<file path="config.mk">
export PLATFORM = sky130hd
export DESIGN_NAME = irrigation_bcd_timer
export DESIGN_NICKNAME = d
export VERILOG_FILES = /design/src/rtl/irrigation_bcd_timer.sv
export SDC_FILE = /design/constraint.sdc
export NUM_CORES = 1
export LEC_CHECK = 0
export ABC_CLOCK_PERIOD_IN_PS = 2000
export BUFFER_PORTS_ARGS = -buffer_cell sky130_fd_sc_hd__buf_2
export CORE_MARGIN = 1
export CORE_UTILIZATION = 35
export CTS_CLUSTER_DIAMETER = 150
export DETAILED_ROUTE_END_ITERATION = 10
export HOLD_SLACK_MARGIN = 0.03
export PLACE_DENSITY = 0.66
export SYNTH_ARGS = -nofsm -noshare
export SYNTH_HDL_FRONTEND = slang
export SYNTH_SLANG_ARGS = --single-unit
export TNS_END_PERCENT = 50
</file>
<file path="constraint.sdc">
create_clock -name clk -period 2 [get_ports clk]
set_input_delay 0.1 -clock clk [delete_from_list [all_inputs] [get_ports clk]]
set_output_delay 0.1 -clock clk [all_outputs]
set_load 0.05 [all_outputs]
</file>
<file path="src/rtl/irrigation_bcd_timer.sv">
// Parametrised BCD countdown timer for the irrigation controller.
// Per-mode presets, tick prescaler, pause, one-cycle done pulse and valve enable.
module irrigation_bcd_timer #(
   parameter int                  DIGITS           = 3,
   parameter logic [4*DIGITS-1:0] PRESET_DRIP      = 12'h300,
   parameter logic [4*DIGITS-1:0] PRESET_SPRINKLER = 12'h150,
   parameter int                  TICK_DIV         = 4
) (
   input  logic                  clk,
   input  logic                  reset,
   input  logic                  pulse,
   input  logic                  mode,
   input  logic                  pause,
   output logic [4*DIGITS-1:0]   bcd_out,
   output logic                  running,
   output logic                  valve,
   output logic                  done
);

   localparam int W  = 4 * DIGITS;
   localparam int PW = (TICK_DIV > 1) ? $clog2(TICK_DIV) : 1;
   localparam logic [PW-1:0] PRESC_LAST = PW'(TICK_DIV - 1);
   localparam logic [PW-1:0] PRESC_ONE  = PW'(1);
   localparam logic [PW-1:0] PRESC_ZERO = PW'(0);
   localparam logic [W-1:0]  BCD_ZERO   = W'(0);

   typedef enum logic [1:0] {
      ST_IDLE   = 2'd0,
      ST_RUN    = 2'd1,
      ST_PAUSED = 2'd2,
      ST_DONE   = 2'd3
   } state_t;

   state_t          state_r, state_s;
   logic [W-1:0]    bcd_r, bcd_s, dec_s;
   logic [PW-1:0]   presc_r, presc_s;
   logic            running_r, running_s;
   logic            valve_r, valve_s;
   logic            done_r, done_s;

   // Ripple-borrow decrement: digits at 0 wrap to 9 and pass the borrow upward.
   function automatic logic [W-1:0] bcd_dec(input logic [W-1:0] v);
      logic [W-1:0] r;
      logic         borrow;
      r      = v;
      borrow = 1'b1;
      for (int i = 0; i < DIGITS; i++) begin
         if (borrow) begin
            if (v[4*i +: 4] == 4'd0) begin
               r[4*i +: 4] = 4'd9;
               borrow      = 1'b1;
            end else begin
               r[4*i +: 4] = v[4*i +: 4] - 4'd1;
               borrow      = 1'b0;
            end
         end else begin
            r[4*i +: 4] = v[4*i +: 4];
         end
      end
      return r;
   endfunction

   // Next-state, next-count and next-output decode.
   always_comb begin
      state_s = state_r;
      bcd_s   = bcd_r;
      presc_s = presc_r;
      done_s  = 1'b0;
      dec_s   = bcd_dec(bcd_r);
      if (pulse) begin
         bcd_s   = mode ? PRESET_SPRINKLER : PRESET_DRIP;
         presc_s = PRESC_ZERO;
         state_s = ST_RUN;
      end else begin
         case (state_r)
            ST_RUN: begin
               if (bcd_r == BCD_ZERO) begin
                  // zero preset expires on the first edge after loading
                  state_s = ST_DONE;
                  done_s  = 1'b1;
               end else if (pause) begin
                  state_s = ST_PAUSED;
               end else if (presc_r == PRESC_LAST) begin
                  presc_s = PRESC_ZERO;
                  bcd_s   = dec_s;
                  if (dec_s == BCD_ZERO) begin
                     state_s = ST_DONE;
                     done_s  = 1'b1;
                  end else begin
                     state_s = ST_RUN;
                  end
               end else begin
                  presc_s = presc_r + PRESC_ONE;
               end
            end
            ST_PAUSED: begin
               if (pause) begin
                  state_s = ST_PAUSED;
               end else begin
                  state_s = ST_RUN;
               end
            end
            ST_IDLE: begin
               state_s = ST_IDLE;
            end
            ST_DONE: begin
               state_s = ST_DONE;
               bcd_s   = BCD_ZERO;
            end
            default: begin
               state_s = ST_IDLE;
               bcd_s   = BCD_ZERO;
               presc_s = PRESC_ZERO;
            end
         endcase
      end
      running_s = (state_s == ST_RUN) || (state_s == ST_PAUSED);
      valve_s   = (state_s == ST_RUN);
   end

   // State, count and output registers.
   always_ff @(posedge clk or posedge reset) begin
      if (reset) begin
         state_r   <= ST_IDLE;
         bcd_r     <= BCD_ZERO;
         presc_r   <= PRESC_ZERO;
         running_r <= 1'b0;
         valve_r   <= 1'b0;
         done_r    <= 1'b0;
      end else begin
         state_r   <= state_s;
         bcd_r     <= bcd_s;
         presc_r   <= presc_s;
         running_r <= running_s;
         valve_r   <= valve_s;
         done_r    <= done_s;
      end
   end

   assign bcd_out = bcd_r;
   assign running = running_r;
   assign valve   = valve_r;
   assign done    = done_r;

endmodule

</file>
Word level (Yosys, flattened, before mapping)
Cells that the tools add are included.
{"block": "word_totals", "regBits": 19, "in_bits": 5}
{"block": "classes", "reduce_logical": 11, "eq_ne": 11, "addsub": 4, "mux": 32}
{"cell": "$mux 12", "count": 4}
{"cell": "$logic_not 12->1", "count": 2}
{"cell": "$pmux 12 s2", "count": 1}
{"cell": "$mux 2", "count": 11}
{"cell": "$mux 4", "count": 5}
{"cell": "$logic_not 4->1", "count": 3}
{"cell": "$sub 4x1->4 const B", "count": 3}
{"cell": "$mux 10", "count": 1}
{"cell": "$mux 1", "count": 9}
{"cell": "$ne 3x3->1 const B", "count": 3}
{"cell": "$eq 2x2->1 const B", "count": 4}
{"cell": "$pmux 2 s4", "count": 1}
{"cell": "$eq 2x1->1 const B", "count": 2}
{"cell": "$ne 2x2->1 const B", "count": 2}
{"cell": "$reduce_and 4->1", "count": 1}
{"cell": "$reduce_and 3->1", "count": 1}
{"cell": "$reduce_bool 3->1", "count": 1}
{"cell": "$add 2x1->2 const B", "count": 1}
{"cell": "$logic_not 2->1", "count": 1}
{"cell": "$reduce_bool 2->1", "count": 1}
{"cell": "$logic_or 1x1->1", "count": 1}

Longest topological paths before layout
Gate-level depths: netlist of the first run.
{"block": "depth", "depth_word": 13, "depth_mapped": 7}

Worst setup path before layout of the first run
Ideal clock, no wire load.
{"block": "synth_timing", "path_kind": "reg-to-reg", "from": "register bcd_r[7], in the netlist bcd_out[7]", "to": "register presc_r[0]", "required_time_ns": 1.875, "path_stages_with_launch": 5, "arrival_time_ns": 1.849, "synth_period_minus_slack_ns": 1.974, "slack_ns": 0.026, "cell_sequence": "dfrtp_1 -> nor4_2 -> a41oi_1 -> and3_1 -> mux2_4"}
{"block": "synth_via", "elab_chain_len": 3}
{"element": "start: declaration", "line_no": "35", "text": "logic [W-1:0] bcd_r, bcd_s, dec_s;"}
{"element": "start signal: assignment", "line_no": "132", "text": "bcd_r <= bcd_s;"}
{"element": "$logic_not 12->1", "line_no": "77", "text": "if (bcd_r == BCD_ZERO) begin"}
{"element": "$ne 2x2->1 (no source line)"}
{"element": "$reduce_and 3->1 (no source line)"}
{"element": "end signal: assignment", "line_no": "133", "text": "presc_r <= presc_s;"}
{"element": "end: declaration", "line_no": "36", "text": "logic [PW-1:0] presc_r, presc_s;"}
Every way passes these cells.
A chain may end at the register's enable or synchronous reset.

Worst setup path after layout of the first run
{"block": "layout_timing", "from": "register bcd_r[4], in the netlist bcd_out[4]", "to": "register running_r, in the netlist running"}
{"block": "layout_via", "elab_cells_between_ends": 18}
{"element": "$logic_not 12->1 (*)", "line_no": "77"}
{"element": "$mux 2 (*)", "line_no": "77"}
{"element": "$pmux 2 s4 (*)", "line_no": "75", "text": "case (state_r)"}
{"element": "$mux 2 (*)", "line_no": "70", "text": "if (pulse) begin"}
{"element": "via state_s[0]", "line_no": "34", "text": "state_t state_r, state_s;"}
{"element": "$eq 2x1->1 / $eq 2x2->1 (equally long branches)", "line_no": "117", "text": "running_s = (state_s == ST_RUN) || (state_s == ST_PAUSED);"}
{"element": "$logic_or 1x1->1 (*)", "line_no": "117"}
{"element": "via running_s", "line_no": "37", "text": "logic running_r, running_s;"}
{"element": "end signal: assignment", "line_no": "134", "text": "running_r <= running_s;"}
{"element": "end: declaration", "line_no": "37"}
Mark *: on every way through the listed nets, which the timed path passes. The rest lies on a longest branch.

==> results of run 1 <==
[cell families after synthesis]
kind of cell / count (synthesis)
simple gates: 45
compound gates: 28
flops: 19
buf+inv: 7
mux: 3
fa+ha+maj: 2
[registers in the layout, indices dropped and copies added (netlist names)]
name	cells
state_r	2
running	1
valve	1
done	1
presc_r	2
bcd_out	12
[per-layer routing]
layer  track usage, %  vias to the layer above  wire [µm]
met5                0                        -          0
met4             9.29                        0         71
met3             2.30                        9        108
met2             22.4                       29       1030
met1             23.0                      447       1100
li1                 -                      450          -
[metrics by stage]
stage,setup slack (ns),hold WS [ns],instance area [µm²],instances
after floorplan,0.0259,0.0511,1050,104
after detailed placement,0.127,0.265,1190,154
after CTS,0.120,0.0993,1230,160
after global routing,0.0565,0.117,1250,162
final,0.182,0.102,1250,162
after global placement,0.203,0.253,1190,154
[synthesized netlist by cell type]
cell and count:
nand4_1 2, nor4_4 1, o211a_1 3, clkbuf_1 2, nand3b_1 2, inv_1 5, and3_2 2, or4b_1 1
and3_1 1, a31oi_1 1, o311a_1 2, dfrtp_1 19, mux2_4 1, nor2_2 1, o22ai_1 1, or3_1 1
nor4_2 1, or2_2 2, o21a_1 1, and3b_1 2, a21oi_1 10, nand4b_1 1, a31o_2 1, mux2i_1 2
o311a_2 1, nor3_1 5, nand3_1 3, nor2_1 7, nand2_1 10, ha_1 2, o21ai_0 4, a41oi_1 2
a2111o_1 1, and4_2 1, nand4_4 1, a221o_1 1, nor2b_1 1
[final cells by class]
type / instances / share of cell area [%]
clock buffer: 4 / 2.10
tap: 31 / 3.11
multi-input combinational: 78 / 43.6
timing repair buffer: 25 / 11.6
sequential: 19 / 38.1
inverter: 5 / 1.50
[power groups by stage]
stage / combinational [mW] / sequential, mW / clock (mW)
floorplan: 0.0953 / 0.503 / 0
global placement: 0.206 / 0.447 / 0
detailed placement: 0.208 / 0.448 / 0
CTS: 0.211 / 0.441 / 0.203
global route: 0.236 / 0.446 / 0.219
finish: 0.216 / 0.441 / 0.196
[what timing repair did]
item	in CTS	in global routing
hold buffers	2	0
hold endpoints to repair	20	0
resized for setup	0	0
setup endpoints to repair	0	3
setup buffers	0	2
[worst paths after layout]
path / startpoint / to
setup / recovery: bcd_out[4]$_DFFE_PP0P_ / running$_DFF_PP0_
hold / removal: pause / state_r[1]$_DFF_PP0_
setup reg to reg: bcd_out[4]$_DFFE_PP0P_ / running$_DFF_PP0_
hold reg to reg: presc_r[1]$_DFFE_PP0P_ / presc_r[1]$_DFFE_PP0P_
max in group asynchronous: reset / bcd_out[6]$_DFFE_PP0P_
min in group asynchronous: reset / bcd_out[0]$_DFFE_PP0P_
[worst max-delay path: stages, from the launching register on]
cell and delay (ns):
dfrtp_1 0.48, nor4_4 0.07, buf_4 0.17, a41oi_1 0.30, a21oi_1 0.10, or2_2 0.29, ha_1 0.28, inv_1 0.03
==> impl_metrics.yaml, run 1 <==
timing:
  hold_viol: 0
  fmax_mhz: 550
  finalSetupViolations: 0
  period_needed_ns: 1.82
  clock_skew_ns: 0.00426
  maxSlewViolCount: 0
  setup_tns_ns: 0
  tightest_slew_ns: 0.724
  grt_setup_unrepaired: "no"
  maxSlewHeadroom_pct: 51.7
  period_share_pct: 90.9
yosys:
  yosys_register_bits: 19
  synth_cell_types: 37
  syn_nets: 111
  synth_top_family_by_area: "simple AND/OR/NAND/NOR gates"
  ys_seq_area_share_pct: 45.5
  netlist.area_leader.share_pct: 45.5
  synth_area_um2: 1050
  synthMuxAreaShare_pct: 3.35
  synth_xor_xnor_area_share_pct: 0
  synth-compound-area-share_pct: 19.0
  synthSimpleGateAreaFrac_pct: 27.3
  syn_inst: 104
  synthAdderAreaFrac_pct: 2.39
  yosysWarnings: 0
  synth_top_area_cell: "dfrtp_1"
  synth.top_cells.by_area: "dfrtp_1 (45%), a21oi_1 (4.8%), nand2_1 (3.6%)"
  syn_avg_cell_area_um2: 10.1
power_and_ir_drop:
  p_total_mw: 0.853
  pwr-share-clk_pct: 23.0
  power_leakage_nw: 0.623
  combPwrFrac_pct: 25.3
  p_int_mw: 0.559
  sequentialPowerShare_pct: 51.7
  power.density_nw_per_um2: 683
  ir_drop_mv: 0.324
  switching_share_pct: 34.5
  power.switching_mw: 0.294
flow_run:
  cap_violations: 0
cts:
  cts_made_buffers: 3
  clockBufferDepth: 2
  htreeDepth: 1
  clk_latency_ns: 0.30
  cts_tree: "built"
  clock-sinks: 19
  clk_pin_slew_ns: 0.11
  clockRootBuffer: "clkbuf_4"
cells_and_area:
  regArea_um2: 475
  post-route-util_pct: 44.5
  drive_gt1_share_pct: 29.0
  mostFrequentLayoutCells: "dfrtp_1 (19), buf_2 (19), nand2_1 (10), a21oi_1 (10), nor2_1 (7)"
  area_growth_pct: 19.4
  nets: 139
  fillCellCount: 287
  multi_input_area_um2: 544
  num_antenna_cells: 0
hold_path:
  min_path_cells: 2
  hold_path.class: "in -> reg"
global_routing:
  overflow: 0
  grt_max_degree: 20
  grt_pass1_vias: 819
  grt_pass1_wl_mm: 3.96
  antenna_found_initial: 0
  gr-usage-all-layers_pct: 15.9
die:
  io_pins: 20
  die_area_um2: 3210
  core-area_um2: 2810
  initial_core_util_pct: 37.3
  num_rows: 19
  die_y_um: 56.7
  die_x_um: 56.7
worst_setup_path:
  worstSetupEndpointType: "register"
  critPathRequiredTime_ns: 2.21
  cp_max_fo: 7
  r2r_slack_ns: 0.18
  crit_type: "reg -> reg"
  crit_path_start_kind: "register"
  critPathArrivalTime_ns: 2.03
  rr_worst_depth: 7
place:
  numPortBuffers: 19
  dp_hpwl_mm: 1.67
  gp_congestion: 0.814
route:
  route.detailed.drc: 6
  dr.pass1.iters: 7
  final_antenna_net_count: 0
  viasPerCell: 5.77
  drt_iter0_drc: 36
  post_drt_wl_per_cell_um: 14.2
  routed_wl_mm: 2.30
  num_vias: 935
status:
  outcome: "finished, violations left"
  failed_checks: "DRC"
No activity file was read; power rests on OpenSTA's default activity.
==> run 2, diff against run 1 <==
--- a/config.mk
+++ b/config.mk
@@ -9,10 +9,12 @@
 export BUFFER_PORTS_ARGS = -buffer_cell sky130_fd_sc_hd__buf_2
 export CORE_MARGIN = 1
 export CORE_UTILIZATION = 35
+export CTS_BUF_LIST = sky130_fd_sc_hd__clkbuf_16
 export CTS_CLUSTER_DIAMETER = 150
 export DETAILED_ROUTE_END_ITERATION = 10
 export HOLD_SLACK_MARGIN = 0.03
 export PLACE_DENSITY = 0.66
+export RECOVER_POWER = 25
 export SYNTH_ARGS = -nofsm -noshare
 export SYNTH_HDL_FRONTEND = slang
 export SYNTH_SLANG_ARGS = --single-unit
==> run 2 against run 1 <==
The run still ends with DRC left. First-iteration DRC count increased by 39%. Global-route usage increased by 0.49 points. Sequential cell count unchanged. Sequential share of layout area decreased by 0.53 points. Core utilization increased by 0.62 points. Highest routed layer unchanged. Clock power increased by 110%. Design area increased by 1.4%. Critical path type unchanged. Largest cell class unchanged. Critical path depth decreased by 3.
==> impl_metrics.yaml, run 2 (synthesis results as in run 1) <==
global_routing:
  grt_pass1_wl_mm: 4.05
  grt_pass1_vias: 828
  use_met3_pct: 2.76
  use_met1_pct: 23.4
  overflow: 0
  gr-usage-all-layers_pct: 16.4
  grt_util_met2_pct: 24.1
  grt_max_degree: 20
  grt-busiest-layer: "met2"
  antenna_found_initial: 0
worst_setup_path:
  rr_worst_depth: 4
  cpMaxStageDelayCell: "nor4_4"
  crit_type: "reg -> reg"
  cp_max_fo: 8
  crit_path_start_kind: "register"
  slowest_delay_ns: 0.51
  r2r_slack_ns: 0.12
  r2r_end: "presc_r[0]$_DFFE_PP0P_"
  cp_top_family: "simple AND/OR/NAND/NOR gates"
  critPathRequiredTime_ns: 2.14
  worstSetupEndpointType: "register"
  cp_num_buf_inv: 0
  critPathArrivalTime_ns: 2.01
  crit_path_cell_trace: "nor4_4 -> a41oi_1 -> and3_1 -> mux2_4"
  rr_startpoint: "bcd_out[2]$_DFFE_PP0P_"
timing:
  fmax_mhz: 533
  setup_tns_ns: 0
  period_needed_ns: 1.88
  period_share_pct: 93.9
  setup_ws_ns: 0.123
  clock_skew_ns: 0.00129
  hold_viol: 0
  tightest_slew_ns: 0.719
  grt_setup_unrepaired: "no"
  maxSlewViolCount: 0
  finalSetupViolations: 0
  maxSlewHeadroom_pct: 52.0
  whs_ns: 0.0796
cts:
  clock-sinks: 19
  clockRootBuffer: "clkbuf_16"
  clockBufferDepth: 2
  clk_pin_slew_ns: 0.05
  cts_made_buffers: 3
  cts_tree: "built"
  post_cts_buffers: 0
  clk_latency_ns: 0.25
  htreeDepth: 1
route:
  dr.pass1.iters: 7
  viasPerCell: 5.75
  post_drt_wl_per_cell_um: 14.4
  drt_iter0_drc: 50
  num_vias: 914
  routed_wl_mm: 2.29
  final_antenna_net_count: 0
  route.detailed.drc: 6
hold_path:
  min_path_cells: 2
  min-delay-start: "mode"
  holdPathEnd: "bcd_out[9]$_DFFE_PP0P_"
  hold_path.class: "in -> reg"
place:
  gp_congestion: 0.814
  dpl_cell_area_um2: 1190
  dp_slack_ns: 0.127
  numPortBuffers: 19
  dp_hpwl_mm: 1.67
  place_inst: 154
cells_and_area:
  largest_reg_flops: 12
  stdcell_count: 159
  drive_gt1_share_pct: 21.9
  num_antenna_cells: 0
  design_area_um2: 1270
  post-route-util_pct: 45.1
  fillCellCount: 281
  area_growth_pct: 21.1
  mostFrequentLayoutCells: "dfrtp_1 (19), buf_2 (11), nand2_1 (10), a21oi_1 (10), clkbuf_1 (8)"
  nets: 136
  final_common_cell: "dfrtp_1"
power_and_ir_drop:
  power.density_nw_per_um2: 834
  ir_drop_mv: 0.368
  p_total_mw: 1.06
  power_leakage_nw: 0.606
die:
  die_y_um: 56.7
  num_rows: 19
  die_area_um2: 3210
  io_pins: 20
  die_x_um: 56.7
  initial_core_util_pct: 37.3
  core-area_um2: 2810
flow_run:
  cap_violations: 0
status:
  outcome: "finished, violations left"
  failed_checks: "DRC"
-- run 2: changes by cell type in the layout (fill, tap and decap cells not counted), sizes merged --
cell | previous run | this run
buf | 23 | 13
clkbuf | 4 | 11
dlygate4sd3 | 2 | 1
inv | 5 | 6
-- run 2: worst max path at each step --
stage | depth (start not counted) | slack [ns] | startpoint | end
after detailed placement | 4 | 0.13 | bcd_out[2]$_DFFE_PP0P_ | presc_r[0]$_DFFE_PP0P_
after CTS | 4 | 0.12 | bcd_out[2]$_DFFE_PP0P_ | presc_r[0]$_DFFE_PP0P_
after global placement | 4 | 0.20 | bcd_out[2]$_DFFE_PP0P_ | presc_r[0]$_DFFE_PP0P_
final | 4 | 0.12 | bcd_out[2]$_DFFE_PP0P_ | presc_r[0]$_DFFE_PP0P_
after global routing | 6 | 0.01 | bcd_out[2]$_DFFE_PP0P_ | running$_DFF_PP0_
after floorplan | 4 | 0.03 | bcd_out[7]$_DFFE_PP0P_ | presc_r[0]$_DFFE_PP0P_
-- run 2: layer usage --
metal	routed length (µm)	vias up	share of wire, %
met2	1040	29	45
met5	0	-	0
met3	114	5	5.0
li1	-	443	-
met1	1090	437	48
met4	42	0	1.8
-- run 2: area by class of cell --
cell class | count | area (µm²) | area share (%)
inverter | 5 | 18.8 | 1.48
clock buffer | 3 | 75.1 | 5.93
tap | 31 | 38.8 | 3.06
sequential | 19 | 475 | 37.5
timing repair buffer | 22 | 110 | 8.70
multi-input combinational | 78 | 544 | 43.0
clock inverter | 1 | 3.75 | 0.296
-- run 2: worst reg2reg max path, delay by kind of cell, from the launching register on --
kind,cells,cell delay (ns)
and+or+nand+nor,2,0.80
DFF,1,0.43
muxes,1,0.30
AOI/OAI and AO/OA,1,0.24
-- run 2: power breakdown --
| group | leakage (nW) | internal [mW] | total [mW] | switching, mW |
|---|---|---|---|---|
| Combinational | 0.318 | 0.0634 | 0.206 | 0.143 |
| Clock | 0.0423 | 0.266 | 0.407 | 0.141 |
| Sequential | 0.245 | 0.411 | 0.442 | 0.0320 |
-- run 2: repair_timing --
action                                 in CTS  in global routing
hold buffers                                1                  0
resized for setup                           0                  0
endpoints found under the hold margin      19                  0
